<file path="config.mk">
export PLATFORM = sky130hd
export DESIGN_NAME = riscv_decode_stage
export DESIGN_NICKNAME = d
export VERILOG_FILES = /design/src/rtl/riscv_decode_stage.sv
export SDC_FILE = /design/constraint.sdc
export NUM_CORES = 1
export LEC_CHECK = 0
export ABC_AREA = 1
export ABC_CLOCK_PERIOD_IN_PS = 12950
export CORE_MARGIN = 3
export CORE_UTILIZATION = 40
export CTS_CLUSTER_SIZE = 30
export DETAILED_ROUTE_END_ITERATION = 16
export PLACE_DENSITY_LB_ADDON = 0.1
export SLEW_MARGIN = 40
export SYNTH_ARGS = -nofsm -noshare
export SYNTH_HDL_FRONTEND = slang
export SYNTH_SLANG_ARGS = --single-unit
</file>
<file path="constraint.sdc">
create_clock -name clk -period 12.95 [get_ports clk]
set_input_delay 3.2375 -clock clk [delete_from_list [all_inputs] [get_ports clk]]
set_output_delay 3.2375 -clock clk [all_outputs]
set_load 0.005 [all_outputs]
</file>
<file path="src/rtl/riscv_decode_stage.sv">
// riscv_decode_stage: RV32I decode stage between fetch and execute.
// A word accepted from fetch is decoded combinationally and written into a
// 3-deep in-order store: entry 0 is the output register seen by execute, and
// entries 1..2 are the skid entries that absorb words while execute stalls.
// in_ready comes straight from a flop.
// Optional feature macro: RISCV_DECODE_ILLEGAL_TRAP_EN. When it is defined,
// an unsupported opcode is flagged on out_illegal and intake stops until flush.

package riscv;
  typedef logic [31:0] ir_t;
  typedef logic [8:0]  pc_t;
  typedef logic [4:0]  addr_t;
  typedef logic [31:0] imm_t;
  typedef logic [3:0]  funct_t;
  typedef enum logic [1:0] {
    PC_PLUS4_TGT = 2'd0,
    JAL_BXX_TGT  = 2'd1,
    JALR_TGT     = 2'd2
  } tgt_t;

  // ALU function codes are {funct7[5], funct3}
  localparam funct_t F_ADD  = 4'b0000;
  localparam funct_t F_SUB  = 4'b1000;
  localparam funct_t F_SLT  = 4'b0010;
  localparam funct_t F_SLTU = 4'b0011;

  localparam logic [6:0] OPC_LUI    = 7'b0110111;
  localparam logic [6:0] OPC_AUIPC  = 7'b0010111;
  localparam logic [6:0] OPC_JAL    = 7'b1101111;
  localparam logic [6:0] OPC_JALR   = 7'b1100111;
  localparam logic [6:0] OPC_BRANCH = 7'b1100011;
  localparam logic [6:0] OPC_LOAD   = 7'b0000011;
  localparam logic [6:0] OPC_STORE  = 7'b0100011;
  localparam logic [6:0] OPC_OP_IMM = 7'b0010011;
  localparam logic [6:0] OPC_OP     = 7'b0110011;

  // addi x0, x0, 0
  localparam ir_t NOP = 32'h0000_0013;

  typedef struct packed {
    pc_t        pc;
    addr_t      rd;
    addr_t      rs1;
    addr_t      rs2;
    imm_t       imm;
    funct_t     funct;
    tgt_t       tgt;
    logic [6:0] opcode;
    logic [2:0] funct3;
    logic       illegal;
  } dec_t;
endpackage

module riscv_decode_stage
  import riscv::*;
#(
  parameter int SKID_DEPTH   = 2,
  parameter bit NOP_ON_FLUSH = 1'b1
) (
  input  logic       clk,
  input  logic       reset,
  input  logic       in_valid,
  output logic       in_ready,
  input  ir_t        in_ir,
  input  pc_t        in_pc,
  input  logic       flush,
  output logic       out_valid,
  input  logic       out_ready,
  output pc_t        out_pc,
  output addr_t      out_rd,
  output addr_t      out_rs1,
  output addr_t      out_rs2,
  output imm_t       out_imm,
  output funct_t     out_funct,
  output tgt_t       out_tgt,
  output logic [6:0] out_opcode,
  output logic [2:0] out_funct3,
  output logic       out_illegal
);

  if (SKID_DEPTH != 2) begin : g_bad_skid_depth
    $error("riscv_decode_stage: SKID_DEPTH must be 2");
  end

  // Decoded form of the canonical NOP, used for reset, flush and unsupported opcodes
  function automatic dec_t nop_bundle(input pc_t pc);
    dec_t d;
    d.pc      = pc;
    d.rd      = '0;
    d.rs1     = '0;
    d.rs2     = '0;
    d.imm     = '0;
    d.funct   = F_ADD;
    d.tgt     = PC_PLUS4_TGT;
    d.opcode  = NOP[6:0];
    d.funct3  = NOP[14:12];
    d.illegal = 1'b0;
    return d;
  endfunction

  function automatic dec_t decode(input ir_t ir, input pc_t pc);
    dec_t d;
    d.pc      = pc;
    d.rd      = ir[11:7];
    d.rs1     = ir[19:15];
    d.rs2     = ir[24:20];
    d.imm     = '0;
    d.funct   = F_ADD;
    d.tgt     = PC_PLUS4_TGT;
    d.opcode  = ir[6:0];
    d.funct3  = ir[14:12];
    d.illegal = 1'b0;
    case (ir[6:0])
      OPC_LUI, OPC_AUIPC: begin
        d.imm = {ir[31:12], 12'b0};
        d.rs1 = '0;
        d.rs2 = '0;
      end
      OPC_JAL: begin
        d.imm = {{12{ir[31]}}, ir[19:12], ir[20], ir[30:21], 1'b0};
        d.rs1 = '0;
        d.rs2 = '0;
        d.tgt = JAL_BXX_TGT;
      end
      OPC_JALR: begin
        d.imm = {{21{ir[31]}}, ir[30:20]};
        d.rs2 = '0;
        d.tgt = JALR_TGT;
      end
      OPC_BRANCH: begin
        d.imm = {{20{ir[31]}}, ir[7], ir[30:25], ir[11:8], 1'b0};
        d.rd  = '0;
        d.tgt = JAL_BXX_TGT;
        // Compare kind comes from funct3[2:1]: eq/ne, signed lt/ge, unsigned lt/ge
        case (ir[14:13])
          2'b10:   d.funct = F_SLT;
          2'b11:   d.funct = F_SLTU;
          default: d.funct = F_SUB;
        endcase
      end
      OPC_LOAD: begin
        d.imm = {{21{ir[31]}}, ir[30:20]};
        d.rs2 = '0;
      end
      OPC_STORE: begin
        d.imm = {{21{ir[31]}}, ir[30:25], ir[11:7]};
        d.rd  = '0;
      end
      OPC_OP_IMM: begin
        d.imm   = {{21{ir[31]}}, ir[30:20]};
        d.rs2   = '0;
        // Only SRLI/SRAI carry a meaningful funct7[5]; other immediates reuse that bit
        d.funct = {(ir[14:12] == 3'b101) & ir[30], ir[14:12]};
      end
      OPC_OP: begin
        d.funct = {ir[30], ir[14:12]};
      end
      default: begin
        d = nop_bundle(pc);
`ifdef RISCV_DECODE_ILLEGAL_TRAP_EN
        d.illegal = 1'b1;
`endif
      end
    endcase
    return d;
  endfunction

  dec_t       ent_q [3];
  dec_t       ent_d [3];
  dec_t       dec_in;
  logic [1:0] cnt_q, cnt_d;
  logic       in_ready_q, in_ready_d;
  logic       lock_q, lock_d;
  logic       push, pop;

  assign dec_in = decode(in_ir, in_pc);
  assign push   = in_valid & in_ready_q;
  assign pop    = out_valid & out_ready;

  // Next state of the in-order store: flush wins, then drain, then append
  always_comb begin
    // NOTE: every signal gets a default first so no path leaves it unassigned and infers a latch.
    ent_d  = ent_q;
    cnt_d  = cnt_q;
    lock_d = lock_q;
    if (flush) begin
      cnt_d  = '0;
      lock_d = 1'b0;
    end else begin
      if (pop) begin
        ent_d[0] = ent_q[1];
        ent_d[1] = ent_q[2];
        cnt_d    = cnt_q - 2'd1;
      end
      if (push) begin
        for (int i = 0; i < 3; i++) begin
          if (cnt_d == 2'(i)) ent_d[i] = dec_in;
        end
        cnt_d = cnt_d + 2'd1;
`ifdef RISCV_DECODE_ILLEGAL_TRAP_EN
        if (dec_in.illegal) lock_d = 1'b1;
`endif
      end
    end
    // An empty output register shows either the NOP decode or its last contents
    if (cnt_d == 2'd0) ent_d[0] = NOP_ON_FLUSH ? nop_bundle('0) : ent_q[0];
    // Ready while fewer than two skid entries will be occupied
    in_ready_d = ~lock_d & (cnt_d != 2'd3);
  end

  // State registers
  always_ff @(posedge clk or posedge reset) begin
    if (reset) begin
      cnt_q      <= '0;
      in_ready_q <= 1'b0;
      lock_q     <= 1'b0;
      // NOTE: the entries are reset too so out_* show the NOP decode straight out of reset.
      for (int i = 0; i < 3; i++) ent_q[i] <= nop_bundle('0);
    end else begin
      // NOTE: non-blocking here so every flop samples pre-edge values regardless of statement order.
      cnt_q      <= cnt_d;
      in_ready_q <= in_ready_d;
      lock_q     <= lock_d;
      for (int i = 0; i < 3; i++) ent_q[i] <= ent_d[i];
    end
  end

  assign in_ready    = in_ready_q;
  assign out_valid   = (cnt_q != 2'd0);
  assign out_pc      = ent_q[0].pc;
  assign out_rd      = ent_q[0].rd;
  assign out_rs1     = ent_q[0].rs1;
  assign out_rs2     = ent_q[0].rs2;
  assign out_imm     = ent_q[0].imm;
  assign out_funct   = ent_q[0].funct;
  assign out_tgt     = ent_q[0].tgt;
  assign out_opcode  = ent_q[0].opcode;
  assign out_funct3  = ent_q[0].funct3;
  assign out_illegal = ent_q[0].illegal;

endmodule

</file>
# After elaboration in Yosys (flattened, before gate mapping)
# Cells that the tools add are included.
[op_classes]
addsub = 2
n_mul = 0
reduce_logical = 11
n_mux = 20
div = 0
eq_ne = 16
n_shift = 0
order_cmp = 0
bitwise_logic = 6
[ops]
columns = ["op", "n"]
rows = [
  ["two-way mux 219 bit", 2],
  ["two-way mux 73 bit", 4],
  ["case mux 32 bit (5 select lines)", 1],
  ["two-way mux 146 bit", 1],
  ["equality test 7 x 6 -> 1 bit (second input constant)", 3],
  ["equality test 7 bit (second input constant)", 3],
  ["two-way mux 5 bit", 3],
  ["equality test 7 x 5 -> 1 bit (second input constant)", 2],
  ["case mux 4 bit (3 select lines)", 1],
  ["two-way mux 11 bit", 1],
  ["OR reduction 9 bit", 1],
  ["two-way mux 2 bit", 4],
  ["case mux 4 bit (2 select lines)", 1],
  ["equality test 7 x 2 -> 1 bit (second input constant)", 1],
  ["OR reduction 7 bit", 1],
  ["equality test 2 bit (second input constant)", 3],
  ["OR reduction 3 bit", 2],
  ["OR reduction 6 bit", 1],
  ["AND 1 bit", 4],
  ["logical NOT 2 bit", 2],
  ["case mux 2 bit (2 select lines)", 1],
  ["OR reduction 2 bit", 2],
  ["equality test 3 bit (second input constant)", 1],
  ["AND reduction 3 bit", 1],
  ["8 further kinds", 9],
]
[totals]
ram_bits = 0
latchBits = 0
mem_bits_ro = 0
memories = 0
input_bits = 46
register_bits = 223
out_inout_bits = 75

# Depth between registers and ports, before layout
[depth]
ltp_word = 9
ltp_mapped = 19

# Least setup slack after synthesis
# No wires, ideal clock.
[synth_path]
path_kind = "input -> register"
start = "in out_ready"
end = "reg out_rd[0] (netlist name)"
path_stages = 13
slack_ns = 7.781
arrival_time_ns = 5.036
required_ns = 12.817
path_cell_list = "nand2_2 buf_4 buf_4 buf_2 o21ai_0 inv_1 ha_1 nand2_1 buf_2 clkbuf_1 o21ai_0 nand2_1 a21oi_1"
[synth_via]
elab_chain_len = 8
[synth_rtl]
columns = ["item", "line", "source"]
rows = [
  ["from (decl)", "68", "input logic out_ready,"],
  ["AND 1 bit *", "178", "assign pop = out_valid & out_ready;"],
  ["two-way mux 2 bit", "190", "if (pop) begin"],
  ["two-way mux 2 bit", "186", "if (flush) begin"],
  ["adder 2 x 1 -> 2 bit / logical NOT 2 bit (equally long branches)", "199, 197", ""],
  ["two-way mux 2 bit / two-way mux 73 bit (equally long branches)", "195, 197", ""],
  ["two-way mux 2 bit / two-way mux 219 bit (equally long branches)", "186, 195", ""],
  ["logical NOT 2 bit / two-way mux 219 bit (equally long branches)", "206, 186", ""],
  ["inequality test 2 x 1 -> 1 bit (no source line) / two-way mux 73 bit (equally long branches)", "n/a", ""],
]
# Every way passes the cells marked *; elsewhere a longest branch is shown, timed or not. The select of a mux whose other input is x is not followed.
# A chain may end at the register's enable or synchronous reset.

# Final worst setup path
[layout_path]
start = "in out_ready"
end = "reg out_imm[26] (netlist name)"
[layout_via]
elab_chain_len = 8
[layout_rtl]
columns = ["item", "line"]
rows = [
  ["AND 1 bit *", "178"],
  ["two-way mux 2 bit", "190"],
  ["two-way mux 2 bit", "186"],
  ["adder 2 x 1 -> 2 bit / logical NOT 2 bit (equally long branches)", "199, 197"],
  ["two-way mux 2 bit / two-way mux 73 bit (equally long branches)", "195, 197"],
  ["two-way mux 2 bit / two-way mux 219 bit (equally long branches)", "186, 195"],
  ["logical NOT 2 bit / two-way mux 219 bit (equally long branches)", "206, 186"],
  ["inequality test 2 x 1 -> 1 bit (no source line) / two-way mux 73 bit (equally long branches)", "n/a"],
]
# Marks and branches as above.

==> impl_summary.md <==
Cells and area
Summing all multi-input logic gate instances after layout gives 0.00484 mm^2. 0 antenna diodes ended up in the layout. The area occupied by registers is 0.00557 mm^2.

The post-layout instance count excluding filler cells is 1,953. Compared with the post-synthesis result, the final layout area differs by 14.3%. In the final layout, the share of cells above drive strength 1 is 0.0676. In the final design database the tool counted 1,600 nets. Once layout is complete, the utilization of the core stands at 0.465.

After filler insertion, the fill cell instance count of the layout stands at 2,893.

Logic synthesis
By area the synthesized netlist is led by sky130_fd_sc_hd__dfrtp_1, sky130_fd_sc_hd__nand2_1, sky130_fd_sc_hd__o21ai_0, sky130_fd_sc_hd__buf_4, sky130_fd_sc_hd__nand3_1. Synthesis instantiated 33 different standard cells from the library. The share of the Yosys chip area taken by registers is 0.474. After synthesis, the most frequently instantiated cells are sky130_fd_sc_hd__nand2_1, sky130_fd_sc_hd__dfrtp_1, sky130_fd_sc_hd__o21ai_0, sky130_fd_sc_hd__nor2_1, sky130_fd_sc_hd__nand3_1. The post-synthesis register bit count is 222. The average cell area after synthesis is 7.51 um^2. The dominant cell by count in the synthesized netlist is sky130_fd_sc_hd__nand2_1. The mapped netlist covers 0.0117 mm^2.

The share of Yosys cell area claimed by the top area cell type is 0.454. Counting flops with a built-in enable in the synthesized netlist gives 0. The total nets after synthesis is 1,614. Among all flip-flop cells after synthesis, the most frequent one is sky130_fd_sc_hd__dfrtp_1.

The count of synthesis-stage warnings from yosys is 0. For this run, asynchronously set or reset flops after synthesis account for 1.00. In the synthesized netlist, the number of instances is 1,564. The cell type with the highest aggregate area in the netlist is sky130_fd_sc_hd__dfrtp_1.

Outcome
The flow ran to the end, and the final reports show no timing, DRC or antenna violations.

Floorplan
The floorplan has 62 rows. The die is 177 um wide. Pin placement for this block handled 121 I/O pins.

The height of the chip is 177 um. The floorplan step defined a die boundary enclosing 0.0315 mm^2. The initial utilization of the core area, before any placement, comes to 0.407. The core box area is 0.0289 mm^2.

Power and ir drop
The power per unit of standard cell area is 189 mW/mm^2. The worst voltage drop across the vdd grid is 0.0000797 V. Summed over all cells, the static leakage comes to 0.00656 uW. Summing internal, switching and leakage power gives 2530 uW.

GRT
The global-route wire length before repair is 54,400 um. The via count of the first global-routing pass is 9,668. The number of antenna violations at the first check in global routing is 0. The largest net degree at the start of global routing is 95. The total global routing overflow is 0. The combined global-route utilization of all metal layers is 0.215.

Timing
The total of endpoints with negative setup slack in the final report is 0. The final period utilization is 0.482. The worst max-slew margin expressed relative to the limit is 0.434. The setup skew after layout is 0.00795 ns.

The slew at the pin closest to its max-slew limit is 0.848 ns. Based on the critical path, the design can be clocked at up to 160 MHz. The count of endpoints failing hold in the final timing report came to 0. The total negative slack is 0 ns. The total count of max-transition violations in the final report came to 0. The final period demand of the worst path is 6.24 ns.

Setup repair after global routing left no endpoint under its margin.

Setup path
For the worst setup path, the data arrival time is 6.71 ns. The launching element type of the critical path is an input pin. STA puts the critical path data required time at 13.42 ns. The buffer and inverter count on the worst path is 7. The largest single stage delay on the critical path is 0.60 ns. For the worst flop-to-flop path, the logic depth is 17. The slowest stage of the critical path belongs to the cell sky130_fd_sc_hd__clkdlybuf4s50_1. The most common cell type on the critical path is sky130_fd_sc_hd__nand2_1.

The element type at the critical path end is a register. The cell type group with the largest total delay on the critical path is buffers and inverters. The critical path in this run is classified as input pin to register. The number of cells on the critical path is 17. Traced cell by cell, the critical path runs through clkdlybuf4s50_1 -> inv_2 -> nor2_4 -> buf_4 -> nand2_1 -> nand2_1 -> ha_1 -> nand2_1 -> nand2_1 -> inv_1 -> nand2_1 -> nand2_2 -> buf_4 -> inv_2 -> nor2_1 -> nand2_1 -> inv_1. The biggest fanout along the worst timing path is 52.

Detailed routing
Wire segments on met3 add up to 1630 um in the final route. The DRC violations left is 0. The met2 routed wirelength is 15,300 um.

The total number of vias is 10,082. Once detail routing completed, the nets flagged for antenna violations numbered 0. The first routing iteration left 778 violations. The number of search-and-repair iterations in the first detailed-routing pass is 5. In the routed layout, each cell is associated on average with a via count of 5.16. The total routed wire length on the met1 layer is 15,800 um. Summed over all layers, the routed wires come to 33,600 um.

The uppermost layer routed is met4. The detail-routed net length per standard cell is 17.2 um.

Clock tree
No sink is reached through more buffers than the 3 on the longest clock path. The CTS tree is built. The clock drives 222 sinks. Buffers inserted to repair hold after CTS numbered 0. In this run, CTS created clock tree buffers numbering 26.

The number of gates resized after CTS is 0. The H-tree level count is 1. The number of setup buffers added after CTS is 0. The clock transition at the registers of the reported paths is 0.06 ns. Clock latency on the worst-skew pair, taken at its later pin, is 0.52 ns.

The root buffer selected by CTS is sky130_fd_sc_hd__clkbuf_16.

Hold path
Along the worst hold path, the cell count comes to 2. The min-delay analysis places its worst path in the category register to register.

Place
The wire-length estimate of the detail-placed layout is 19,900 um. The congestion estimate from routability-driven global placement came to 0.846. The cell count after placement is 1,906.

The number of I/O port buffers is 120.

Flow run
Max-cap violations in this run came to 0.
## placed cells by master (no fill, tap or decap), types with 2 or more instances in the layout
cell type	count
sky130_fd_sc_hd__clkinv_2	8
sky130_fd_sc_hd__buf_4	7
sky130_fd_sc_hd__a21oi_1	65
sky130_fd_sc_hd__nor2_1	116
sky130_fd_sc_hd__a31oi_1	50
sky130_fd_sc_hd__ha_1	4
sky130_fd_sc_hd__nand2_2	8
sky130_fd_sc_hd__nand2_1	558
sky130_fd_sc_hd__nand3_1	90
sky130_fd_sc_hd__o21ai_0	120
sky130_fd_sc_hd__nand4_1	22
sky130_fd_sc_hd__nor2_2	2
sky130_fd_sc_hd__inv_2	8
sky130_fd_sc_hd__inv_4	2
sky130_fd_sc_hd__clkdlybuf4s50_1	119
sky130_fd_sc_hd__nand2_4	5
sky130_fd_sc_hd__nand3_2	3
sky130_fd_sc_hd__inv_1	77
sky130_fd_sc_hd__o22ai_1	6
sky130_fd_sc_hd__clkbuf_16	27
sky130_fd_sc_hd__o211ai_1	9
sky130_fd_sc_hd__nor2_4	2
sky130_fd_sc_hd__o21ai_1	11
sky130_fd_sc_hd__dfstp_2	9
sky130_fd_sc_hd__dfrtp_1	213
sky130_fd_sc_hd__buf_6	5
sky130_fd_sc_hd__clkbuf_8	8
sky130_fd_sc_hd__bufinv_16	2
## final timing paths
kind	endpoint	startpoint	slack, ns
worst max register to register	out_imm[26]	cnt_q[0]	9.43
worst min-delay path	ent_q[5]	ent_q[5]	0.47
worst min register to register	ent_q[5]	ent_q[5]	0.47
worst max-delay path	out_imm[26]	out_ready	6.71
min in group asynchronous	out_pc[0]	reset	3.21
max in group asynchronous	out_imm[23]	reset	8.57
## report_power, final
group / switching [uW] / internal, uW / leakage [uW]
registers: 128 / 905 / 0.00290
logic: 420 / 321 / 0.00320
clock network: 295 / 463 / 0.000451
total: 843 / 1690 / 0.00656
## per-stage QoR
stage / instance area, um^2 / setup WS, ns / hold WS (ns)
floorplan: 11700 / 3.65 / 0.444
global placement: 12500 / 6.10 / 0.456
detailed placement: 12500 / 6.19 / 0.464
CTS: 13400 / 6.76 / 0.474
global route: 13400 / 6.37 / 0.490
finish: 13400 / 6.71 / 0.469
## logic make-up after synthesis
kind of cell	count (synthesis)	share of synthesized area
AOI/OAI and AO/OA	265	0.122
and+or+nand+nor	811	0.283
buffers and inverters	262	0.117
adders and majority gates	4	0.00426
DFF	222	0.474
## worst min-delay path, delay by kind of cell, from the launching register on
family	cells	cell delay, ns
flops	1	0.36
buf+inv	1	0.06
simple gates	1	0.05
## flip-flops by register name, summed over array words and instances (netlist names)
| signal | flops |
|---|---|
| out_rd | 5 |
| lock_q | 1 |
| out_rs1 | 5 |
| out_funct | 4 |
| cnt_q | 2 |
| out_imm | 32 |
| out_opcode | 7 |
| ent_q | 145 |
| out_rs2 | 5 |
| out_illegal | 1 |
| out_pc | 9 |
| in_ready | 1 |
| out_tgt | 2 |
| out_funct3 | 3 |
## routing by layer
layer	global-route usage	vias to the layer above
met5	0	-
met4	0.0530	0
met3	0.0272	52
met2	0.346	266
met1	0.309	4827
li1	-	4937
## area by class of cell
type                    count  area share
multi-input cells        1080       0.360
well taps                 384      0.0358
flip-flops and latches    222       0.415
repair buffers            132      0.0972
inverters                  88      0.0255
clock inverters            11     0.00801
clock buffers              36      0.0588
No activity file was read; power rests on OpenSTA's default activity.
